`config.mk`:
```
export PLATFORM = sky130hd
export DESIGN_NAME = match_stats
export DESIGN_NICKNAME = d
export VERILOG_FILES = /design/src/rtl/match_stats.sv
export SDC_FILE = /design/constraint.sdc
export NUM_CORES = 1
export LEC_CHECK = 0
export ABC_CLOCK_PERIOD_IN_PS = 3220
export BUFFER_PORTS_ARGS = -buffer_cell sky130_fd_sc_hd__clkbuf_2
export CORE_MARGIN = 2
export CORE_UTILIZATION = 30
export DETAILED_ROUTE_END_ITERATION = 7
export SLEW_MARGIN = 20
export SYNTH_ARGS = -nofsm -noshare
export SYNTH_HDL_FRONTEND = slang
export SYNTH_SLANG_ARGS = --single-unit
```
`constraint.sdc`:
```
create_clock -name i_clk -period 3.22 [get_ports i_clk]
set_clock_uncertainty 0.2 [all_clocks]
set_input_delay 0.483 -clock i_clk [delete_from_list [all_inputs] [get_ports i_clk]]
set_output_delay 0.483 -clock i_clk [all_outputs]
set_load 0.02 [all_outputs]
```
`src/rtl/match_stats.sv`:
```
// rtl/match_stats.sv - match statistics: saturating total, windowed burst count, inter-match gaps
module match_stats #(
    parameter int unsigned CNT_W   = 8,
    parameter int unsigned WIN_LEN = 16,
    parameter int unsigned THRESH  = 3,
    parameter int unsigned GAP_W   = 8
) (
    input  logic             i_clk,
    input  logic             i_rst_n,
    input  logic             i_det,
    input  logic             i_en,
    input  logic             i_clr,
    output logic [CNT_W-1:0] o_total_cnt,
    output logic [CNT_W-1:0] o_win_cnt,
    output logic             o_win_valid,
    output logic             o_burst,
    output logic [GAP_W-1:0] o_last_gap,
    output logic [GAP_W-1:0] o_min_gap,
    output logic             o_gap_valid
);

    localparam int unsigned        WCYC_W    = $clog2(WIN_LEN);
    localparam logic [WCYC_W-1:0]  WCYC_LAST = WCYC_W'(WIN_LEN - 1);
    localparam logic [CNT_W-1:0]   CNT_MAX   = '1;
    localparam logic [GAP_W-1:0]   GAP_MAX   = '1;

    typedef enum logic {
        S_IDLE  = 1'b0,
        S_ARMED = 1'b1
    } gap_state_t;

    logic [CNT_W-1:0]  r_total_cnt;
    logic [CNT_W-1:0]  r_win_cnt;
    logic              r_win_valid;
    logic              r_burst;
    logic [WCYC_W-1:0] r_wcyc;
    logic [CNT_W-1:0]  r_acc;
    gap_state_t        r_state;
    gap_state_t        w_state_next;
    logic [GAP_W-1:0]  r_gap_ctr;
    logic [GAP_W-1:0]  r_last_gap;
    logic [GAP_W-1:0]  r_min_gap;
    logic              r_gap_valid;

    logic [CNT_W-1:0]  w_total_inc;
    logic [CNT_W-1:0]  w_acc_next;
    logic              w_win_end;
    logic              w_thresh_hit;
    logic [GAP_W-1:0]  w_gap_inc;
    logic              w_gap_fire;

    assign w_total_inc  = (r_total_cnt == CNT_MAX) ? r_total_cnt : r_total_cnt + CNT_W'(1);
    assign w_acc_next   = (i_det && (r_acc != CNT_MAX)) ? r_acc + CNT_W'(1) : r_acc;
    assign w_win_end    = (r_wcyc == WCYC_LAST);
    assign w_thresh_hit = (32'(w_acc_next) >= THRESH);
    assign w_gap_inc    = (r_gap_ctr == GAP_MAX) ? r_gap_ctr : r_gap_ctr + GAP_W'(1);

    always_ff @(posedge i_clk or negedge i_rst_n) begin
        if (!i_rst_n) begin
            r_total_cnt <= '0;
        end else if (i_clr) begin
            r_total_cnt <= '0;
        end else if (i_en && i_det) begin
            r_total_cnt <= w_total_inc;
        end
    end

    // The window-end cycle folds its own det into the closing window.
    always_ff @(posedge i_clk or negedge i_rst_n) begin
        if (!i_rst_n) begin
            r_wcyc      <= '0;
            r_acc       <= '0;
            r_win_cnt   <= '0;
            r_burst     <= 1'b0;
            r_win_valid <= 1'b0;
        end else if (i_clr) begin
            r_wcyc      <= '0;
            r_acc       <= '0;
            r_win_cnt   <= '0;
            r_burst     <= 1'b0;
            r_win_valid <= 1'b0;
        end else if (i_en) begin
            if (w_win_end) begin
                r_win_cnt   <= w_acc_next;
                r_burst     <= w_thresh_hit;
                r_win_valid <= 1'b1;
                r_acc       <= '0;
                r_wcyc      <= '0;
            end else begin
                r_acc       <= w_acc_next;
                r_wcyc      <= r_wcyc + WCYC_W'(1);
                r_win_valid <= 1'b0;
            end
        end else begin
            r_win_valid <= 1'b0;
        end
    end

    always_ff @(posedge i_clk or negedge i_rst_n) begin
        if (!i_rst_n) begin
            r_state <= S_IDLE;
        end else if (i_clr) begin
            r_state <= S_IDLE;
        end else begin
            r_state <= w_state_next;
        end
    end

    always_comb begin
        w_state_next = r_state;
        w_gap_fire   = 1'b0;
        case (r_state)
            S_IDLE: begin
                if (i_en && i_det) begin
                    w_state_next = S_ARMED;
                end
            end
            S_ARMED: begin
                if (i_en && i_det) begin
                    w_gap_fire = 1'b1;
                end
            end
            default: begin
                w_state_next = S_IDLE;
            end
        endcase
    end

    // Gap counter restarts at 0 on every match; a fired gap is counter+1.
    always_ff @(posedge i_clk or negedge i_rst_n) begin
        if (!i_rst_n) begin
            r_gap_ctr   <= '0;
            r_last_gap  <= '0;
            r_min_gap   <= GAP_MAX;
            r_gap_valid <= 1'b0;
        end else if (i_clr) begin
            r_gap_ctr   <= '0;
            r_last_gap  <= '0;
            r_min_gap   <= GAP_MAX;
            r_gap_valid <= 1'b0;
        end else if (i_en) begin
            r_gap_valid <= w_gap_fire;
            if (w_gap_fire) begin
                r_last_gap <= w_gap_inc;
                if (w_gap_inc < r_min_gap) begin
                    r_min_gap <= w_gap_inc;
                end
            end
            if ((r_state == S_ARMED) && !i_det) begin
                r_gap_ctr <= w_gap_inc;
            end else begin
                r_gap_ctr <= '0;
            end
        end else begin
            r_gap_valid <= 1'b0;
        end
    end

    assign o_total_cnt = r_total_cnt;
    assign o_win_cnt   = r_win_cnt;
    assign o_win_valid = r_win_valid;
    assign o_burst     = r_burst;
    assign o_last_gap  = r_last_gap;
    assign o_min_gap   = r_min_gap;
    assign o_gap_valid = r_gap_valid;

endmodule

```
Yosys cells after proc, flatten, opt, wreduce, memory -nomap -nowiden
Cells that the tools add are included.
Storage, ports and cells
  RAM bits: 0
  memories kept: 0
  input bits: 5
  bits in read-only memories: 0
  bits in registers: 56
  output and inout port bits: 35
  word-level logic and storage cells: 71
  bits in latches: 0
Operators by class
  multipliers: 0
  bitwise operators: 0
  reduce and logical (&&, ||, !) cells: 13
  add/subtract/negate cells: 4
  shift operators: 0
  eq/ne operators: 5
  $lt $le $gt $ge: 2
  muxes and demuxes: 36
  div/mod/pow operators: 0
Operators with widths (number)
  $mux W8: 21
  $add A8 B1 Y8 const B: 3
  $eq A8 B8 Y1 const B: 2
  $mux W1: 12
  $mux W4: 3
  $reduce_bool A2 Y1: 5
  $ge A8 B2 Y1 const B: 1
  $lt A8 B8 Y1: 1
  $ne A8 B8 Y1 const B: 1
  $reduce_and A2 Y1: 3
  $add A4 B1 Y4 const B: 1
  $eq A4 B4 Y1 const B: 1
  $logic_and A1 B1 Y1: 3
  $reduce_and A3 Y1: 1
  $ne A2 B2 Y1 const B: 1
  $logic_not A1 Y1: 1

Logic depth before layout (Yosys ltp)
Gate-level depths: netlist (run 1).
  depth after elaboration: 7
  depth in mapped cells: 11
  mapped depth without buffers: 11

Least setup slack after synthesis (run 1)
OpenSTA, ideal clock, no wires.
  path type: reg-to-reg
  from: register r_gap_ctr[0]
  to: register r_min_gap[1] (netlist: o_min_gap[1])
  data arrival time: 2.516 ns
  clock period less this slack: 2.793 ns
  setup slack: 0.427 ns
  library setup time: 0.077 ns
  stages on the path, launching flop included: 12
  required time: 2.943 ns
  buffers on the path: 0
  cells stage by stage: dfrtp_1 > ha_1 > nand3_1 > nor2_1 > mux2i_1 > inv_1 > ha_1 > nand2b_1 > nor4_2 > o311a_4 > o21ai_1 > a21o_1
Between the ends
  word-level cells in the longest chain between the ends: 6
  elaborated cells on any way between the ends: 10
  classes of those cells: add/sub (1); order compare (1); eq/ne (1); mux (5); reduce/logical (2)
RTL lines
  from (decl): line 40  | logic [GAP_W-1:0] r_gap_ctr;
  from (signal assigned): line 150  | r_gap_ctr <= w_gap_inc;
  $add A8 B1 Y8 or $eq A8 B8 Y1 (tied branches): line 56  | assign w_gap_inc = (r_gap_ctr == GAP_MAX) ? r_gap_ctr : r_gap_ctr + GAP_W'(1);
  $mux W8 (*): line 56
  parallel branches: the longest is 4 deep, another holds $lt A8 B8 Y1
  to (signal assigned): line 146  | r_min_gap <= w_gap_inc;
  to (decl): line 42  | logic [GAP_W-1:0] r_min_gap;
Every way passes the cells marked *. The select of a mux whose other input is x is not followed.
A chain may end at the register's enable or synchronous reset.

Worst setup path after layout (run 1)
Same ends and word-level chain as after synthesis.

==> results of run 1 <==
-- cell type report --
cell class / count / area, sq um
tap: 133 / 166
multi-input combinational: 232 / 1530
inverter: 11 / 41.3
fill: 1049 / 6220
sequential: 56 / 1410
timing repair buffer: 48 / 263
clock inverter: 3 / 26.3
clock buffer: 5 / 68.8
-- power breakdown --
part	switching (mW)	internal, mW
Sequential	0.0163	0.723
Combinational	0.0785	0.0402
Clock	0.264	0.159
-- cell families after synthesis --
| kind of cell | Yosys count | share of synthesized area |
|---|---|---|
| and+or+nand+nor | 125 | 0.213 |
| AOI/OAI and AO/OA | 77 | 0.187 |
| DFF | 56 | 0.470 |
| buffers and inverters | 21 | 0.0262 |
| xor gates and xnor gates | 14 | 0.0408 |
| adders and majority gates | 11 | 0.0458 |
| muxes | 5 | 0.0175 |
-- Yosys cell counts, types with 3 or more instances --
cell | count | share of area
a21o_1 | 5 | 0.013
a21oi_1 | 13 | 0.022
a22o_1 | 6 | 0.017
and3_1 | 4 | 0.0083
clkbuf_1 | 9 | 0.011
dfrtp_1 | 48 | 0.40
dfstp_2 | 8 | 0.070
ha_1 | 11 | 0.046
inv_1 | 11 | 0.014
mux2i_1 | 3 | 0.010
nand2_1 | 37 | 0.046
nand3_1 | 14 | 0.023
nand3b_1 | 4 | 0.010
nand4_1 | 6 | 0.013
nor2_1 | 27 | 0.034
nor3_1 | 11 | 0.018
o211ai_1 | 3 | 0.0075
o21ai_0 | 18 | 0.030
o21ai_1 | 5 | 0.0083
o21bai_1 | 5 | 0.013
o31ai_1 | 3 | 0.0075
or2_2 | 4 | 0.0083
or3_1 | 3 | 0.0063
xnor2_1 | 8 | 0.023
xor2_1 | 6 | 0.017
-- through the flow --
step	hold slack (ns)	worst slack, ns	utilization
after floorplan	-0.0126	0.427	-
after global placement	0.263	0.280	0.349
after detailed placement	0.267	0.236	0.349
after CTS	0.0598	0.216	0.359
after global routing	0.0904	0.0389	0.360
final	0.0220	0.264	0.360
-- how the worst max path moves through the flow --
stage,endpoint,startpoint,slack (ns)
floorplan,o_min_gap[1],r_gap_ctr[0],0.43
global placement,o_min_gap[5],r_gap_ctr[0],0.28
detailed placement,o_min_gap[2],r_gap_ctr[0],0.24
CTS,o_min_gap[2],r_gap_ctr[0],0.22
global route,o_min_gap[2],r_gap_ctr[0],0.04
finish,o_min_gap[1],r_gap_ctr[0],0.26
-- routing by layer --
metal / wire length, um / vias up / track usage / part of all wire
li1: - / 1198 / - / -
met4: 80 / 0 / 0.0319 / 0.011
met5: 0 / - / 0 / 0
met1: 3420 / 1180 / 0.190 / 0.49
met3: 235 / 5 / 0.0226 / 0.033
met2: 3290 / 42 / 0.214 / 0.47
-- registers in the layout, indices dropped and copies added, names as in the netlist --
signal	cells
o_last_gap	8
r_wcyc	4
o_total_cnt	8
r_acc	8
o_min_gap	8
o_win_valid	1
o_gap_valid	1
r_gap_ctr	8
o_win_cnt	8
r_state	1
o_burst	1
-- layout by cell type (no fill, tap or decap), types with 6 or more instances in the layout --
cell       n
dfrtp_1   47
clkbuf_2  39
nand2_1   37
nor2_1    26
o21ai_0   18
nand3_1   14
a21oi_1   13
nor3_1    11
inv_1     11
ha_1      11
buf_4      9
xnor2_1    8
dfstp_2    8
xor2_1     6
nand4_1    6
a22o_1     6
==> summary.md, run 1 <==
| Metric | Value |
|---|---|
| Outcome | `finished clean` |
| H-tree depth | `2` |
| Worst path bufs/invs | `0` |
| Num Clock Sinks | `56` |
| Cell depth of the worst setup path | `10` |
| VDD IR max | `0.206 mV` |
| Pre-Repair DR Iteration Count | `5` |
| Global-route wire length before repair | `11.9 mm` |
| CTS buffer count | `5` |
| Vias in the first global route | `2365` |
| Worst-skew pair later-pin latency | `0.33 ns` |
| Cells on worst reg2reg path | `10` |
| Placed cells | `480` |
| Area Growth Syn to Fin | `16.8%` |
| Initial DRC count | `114` |
| Hold-fix buffers, CTS | `0` |
| Post_cts resized | `0` |
| Seq/Total Area, Yosys | `0.470` |
| Final nets | `370` |
| Root Buffer | `clkbuf_8` |
| Post-DRT Antenna Nets | `0` |
| Main synth FF type | `dfrtp_1` |
| Initial Util | `0.309` |
| GRT overflow | `0` |
| Pwr per Cell Area | `365 mW/mm^2` |
| # rows | `36` |
| FF-to-FF End | `o_min_gap[1]` |
| Drt via density | `4.97` |
| Post-route DRC | `0` |
| Max-slew headroom | `0.468` |
| Async SR Flop Fraction | `1.00` |
| Yosys Warn Count | `0` |
| FF-to-FF Start | `r_gap_ctr[0]` |
| Die area | `0.0108 sq mm` |
| Cell count after synthesis | `309` |
| Detailed placement HPWL | `4.99 mm` |
| CORE AREA | `0.00973 sq mm` |
| Synthesized flop and latch total | `56` |
| Setup TNS | `0 ns` |
| CP peak stage delay | `0.48 ns` |
| Total Routed Length | `7.02 mm` |
| Die Y | `104 um` |
| Diode count | `0` |
| Count of cell types in the netlist | `56` |
| Tot GR Track Use | `0.134` |
| Syn_nets | `325` |
| Initial antenna violation count | `0` |
| Post-DP Area | `0.00339 sq mm` |
| Worst Path Class, Setup | `flip-flop to flip-flop` |
| Synth Cell Area | `0.00300 sq mm` |
| Total number of vias | `2425` |
| Fin area | `0.00351 sq mm` |
| Mean Syn Cell Area | `9.72 sq um` |
| Worst setup SP type | `flip-flop` |
| Min Tclk post-route | `2.96 ns` |
| Final Max Slew Viols | `0` |
| Layout cell share with drive strength beyond 1 | `0.242` |
| I/O Buffers | `39` |
| Final Power | `1.28 mW` |
| Final GP Congestion | `0.877` |
| Final cell count without fillers | `488` |
| IO Count | `40` |
| P_leak | `1.68 nW` |
| CTS Buffer Depth | `2` |
| Period utilization | `0.918` |
| CP Max Fanout | `8` |
| Final hold vios | `0` |
| Largest net degree at the start of global routing | `34` |
| Tightest Pin Transition | `0.798 ns` |
| Post-CTS Setup Inserts | `0` |
| R2r setup slk | `0.26 ns` |
| Hold Path Class | `primary input to async pin` |
| Unrepaired setup endpoints after global routing | `no` |
| Crit. End Element | `flip-flop` |
| WP data required | `3.28 ns` |
| CTS tree | `done` |
| Fmax | `338 MHz` |
| Clock transition at path regs | `0.12 ns` |
| Drt wl/cell | `14.4 um` |
| Final setup violating endpoints | `0` |
| Number of max-cap violations | `0` |
| Die Width | `104 um` |
| Post-synth EDFFs | `0` |
| Arr. time, crit path | `3.02 ns` |
| Critical-path top delay cell | `dfrtp_2` |
| Delay-heaviest family, CP | `compound AO/OA/AOI/OAI gates` |
| Worst path cell trace | `ha_1, nand3_1, nor3_1, a21oi_1, ha_1, a21o_1, a211oi_4, o311a_4, o21ai_1, a21o_1` |
Power figures use the tool's default switching activity.
==> run 2: changes to the inputs <==
--- a/config.mk
+++ b/config.mk
@@ -5,7 +5,7 @@
 export SDC_FILE = /design/constraint.sdc
 export NUM_CORES = 1
 export LEC_CHECK = 0
-export ABC_CLOCK_PERIOD_IN_PS = 3220
+export ABC_CLOCK_PERIOD_IN_PS = 2550
 export BUFFER_PORTS_ARGS = -buffer_cell sky130_fd_sc_hd__clkbuf_2
 export CORE_MARGIN = 2
 export CORE_UTILIZATION = 30
==> constraint.sdc (replaced) <==
create_clock -name i_clk -period 2.55 [get_ports i_clk]
set_clock_uncertainty 0.2 [all_clocks]
set_input_delay 0.3825 -clock i_clk [delete_from_list [all_inputs] [get_ports i_clk]]
set_output_delay 0.3825 -clock i_clk [all_outputs]
set_load 0.02 [all_outputs]
==> summary.md, run 2 (synthesis gave the netlist of run 1 again) <==
| Metric | Value |
|---|---|
| CP Max Fanout | `8 (unchanged)` |
| IO Count | `40 (unchanged)` |
| Max-slew headroom | `0.637 (+0.169)` |
| WP data required | `2.62 ns (-0.66 ns)` |
| Pre-Repair DR Iteration Count | `4 (-1)` |
| Post-route DRC | `0 (unchanged)` |
| Final Power | `1.63 mW (+28%)` |
| Final cell count without fillers | `514 (+5.3%)` |
| Final setup violating endpoints | `7 (+7)` |
| Detailed placement HPWL | `5.27 mm (+5.6%)` |
| CORE AREA | `0.00973 sq mm (unchanged)` |
| I/O Buffers | `39 (unchanged)` |
| Setup ws final | `-0.0633 ns (-0.327 ns)` |
| Post-DRT Antenna Nets | `0 (unchanged)` |
| Worst setup SP type | `flip-flop` |
| Final hold vios | `0 (unchanged)` |
| Worst Path Class, Setup | `flip-flop to flip-flop` |
| Final GP Congestion | `0.847 (-3.4%)` |
| Clock transition at path regs | `0.12 ns (about the same)` |
| Most common cell after layout, fill and taps aside | `dfrtp_1` |
| Hold Slack | `0.290 ns (+0.268 ns)` |
| Worst-skew pair later-pin latency | `0.32 ns (about the same)` |
| Root Buffer | `clkbuf_8` |
| Drt via density | `4.97 (+0.11%)` |
| GRT overflow | `0 (unchanged)` |
| Drt wl/cell | `14.0 um (-2.8%)` |
| Fillers | `1009 (-3.8%)` |
| Min Tclk post-route | `2.61 ns (-0.343 ns)` |
| Global-route wire length before repair | `12.1 mm (+2.0%)` |
| Die area | `0.0108 sq mm (unchanged)` |
| Area Growth Syn to Fin | `26.6%` |
| Num Clock Sinks | `56 (unchanged)` |
| Pwr per Cell Area | `430 mW/mm^2 (+18%)` |
| Final Core Density | `0.391 (+0.0303)` |
| Initial Util | `0.309 (unchanged)` |
| Fmax | `383 MHz (+13%)` |
| # rows | `36 (unchanged)` |
| Die Y | `104 um (unchanged)` |
| R2r setup slk | `-0.06 ns (-0.33 ns)` |
| Post-DP Area | `0.00364 sq mm (+7.3%)` |
| Period utilization | `1.02 (+0.107)` |
| Total number of vias | `2557 (+5.4%)` |
| Placed cells | `500 (+4.2%)` |
| CTS tree | `done` |
| Number of max-cap violations | `0 (unchanged)` |
| CTS buffer count | `5 (unchanged)` |
| P_leak | `1.82 nW (+8.2%)` |
| Tot GR Track Use | `0.138 (+0.00369)` |
| Layout cell share with drive strength beyond 1 | `0.325 (+0.0832)` |
| Final Max Slew Viols | `0 (unchanged)` |
| Hold Path Class | `flip-flop to flip-flop` |
| Outcome | `finished with violations` |
| CTS Buffer Depth | `2 (unchanged)` |
| Diode count | `0 (unchanged)` |
| Failing checks | `negative setup slack` |
| Fin area | `0.00380 sq mm (+8.4%)` |
| Unrepaired setup endpoints after global routing | `yes` |
| Largest net degree at the start of global routing | `57 (+68%)` |
| Initial DRC count | `108 (-5.3%)` |
| Tightest Pin Transition | `0.542 ns (-0.256 ns)` |
| Final nets | `396 (+7.0%)` |
| Die Width | `104 um (unchanged)` |
| Initial antenna violation count | `0 (unchanged)` |
| H-tree depth | `2 (unchanged)` |
| Total Routed Length | `7.19 mm (+2.4%)` |
| Cells on worst reg2reg path | `10 (unchanged)` |
| Crit. End Element | `flip-flop` |
| Vias in the first global route | `2511 (+6.2%)` |
| Arr. time, crit path | `2.68 ns (-0.34 ns)` |
| Most frequent cells in the layout | `45 x dfrtp_1, 39 x clkbuf_2, 37 x nand2_1, 33 x buf_4, 26 x nor2_1` |
| WHS Path Cells | `2` |
| VDD IR max | `0.336 mV (+63%)` |
==> run 2: changes by cell type in the layout (fill, tap and decap cells not counted), sizes merged <==
cell	previous run	this run
clkinv	0	1
buf	9	34
clkinvlp	2	1
dlygate4sd3	0	1
==> run 2: power breakdown <==
part           leakage [nW]  switching [mW]  internal, mW  total, mW
combinational          1.03           0.104        0.0601      0.164
sequential            0.745          0.0185         0.912      0.931
clock                0.0463           0.336         0.203      0.539
total                  1.82           0.458          1.18       1.63
==> run 2: worst max-delay path: stages, from the launching register on <==
cell and delay [ns]:
dfrtp_1 0.44, ha_4 0.18, nand3_4 0.09, nor2_4 0.12, mux2i_2 0.25, inv_1 0.07, ha_1 0.27, o211ai_1 0.15
o311ai_4 0.47, nand3_2 0.12, a21o_1 0.19
==> run 2: final cells by class <==
type	count	area, sq um	share of cell area
Timing Repair Buffer	74	473	0.124
Tap cell	133	166	0.0438
Clock inverter	3	27.5	0.00724
Multi-Input combinational cell	232	1610	0.423
Clock buffer	5	68.8	0.0181
Inverter	11	41.3	0.0109
Sequential cell	56	1420	0.372
==> run 2: through the flow <==
| stage | TNS (ns) | worst slack (ns) |
|---|---|---|
| finish | -0.277 | -0.0633 |
| global route | -1.52 | -0.229 |
| CTS | -0.353 | -0.0785 |
| detailed placement | -0.474 | -0.0871 |
| global placement | -0.0463 | -0.0150 |
| floorplan | -0.0700 | -0.0151 |
==> run 2: final timing paths <==
| path | start | to |
|---|---|---|
| worst max-delay path | r_gap_ctr[1] | o_min_gap[1] |
| worst min-delay path | o_win_cnt[7] | o_win_cnt[7] |
| worst max register to register | r_gap_ctr[1] | o_min_gap[1] |
| worst min register to register | o_win_cnt[7] | o_win_cnt[7] |
| max in group asynchronous | i_rst_n | o_min_gap[5] |
| min in group asynchronous | i_rst_n | o_win_cnt[7] |
==> run 2: layer usage <==
layer / track usage / vias to the layer above / part of all wire
met3: 0.0251 / 11 / 0.025
met1: 0.172 / 1247 / 0.46
met5: 0 / - / 0
li1: - / 1255 / -
met2: 0.239 / 44 / 0.49
met4: 0.0454 / 0 / 0.019
==> run 2: repair_timing <==
item	CTS	global route
hold buffers	1	0
hold endpoints to repair	48	0
setup endpoints to repair	8	8
pin swaps	7	5
buffers inserted	4	1
gates resized for setup	3	1
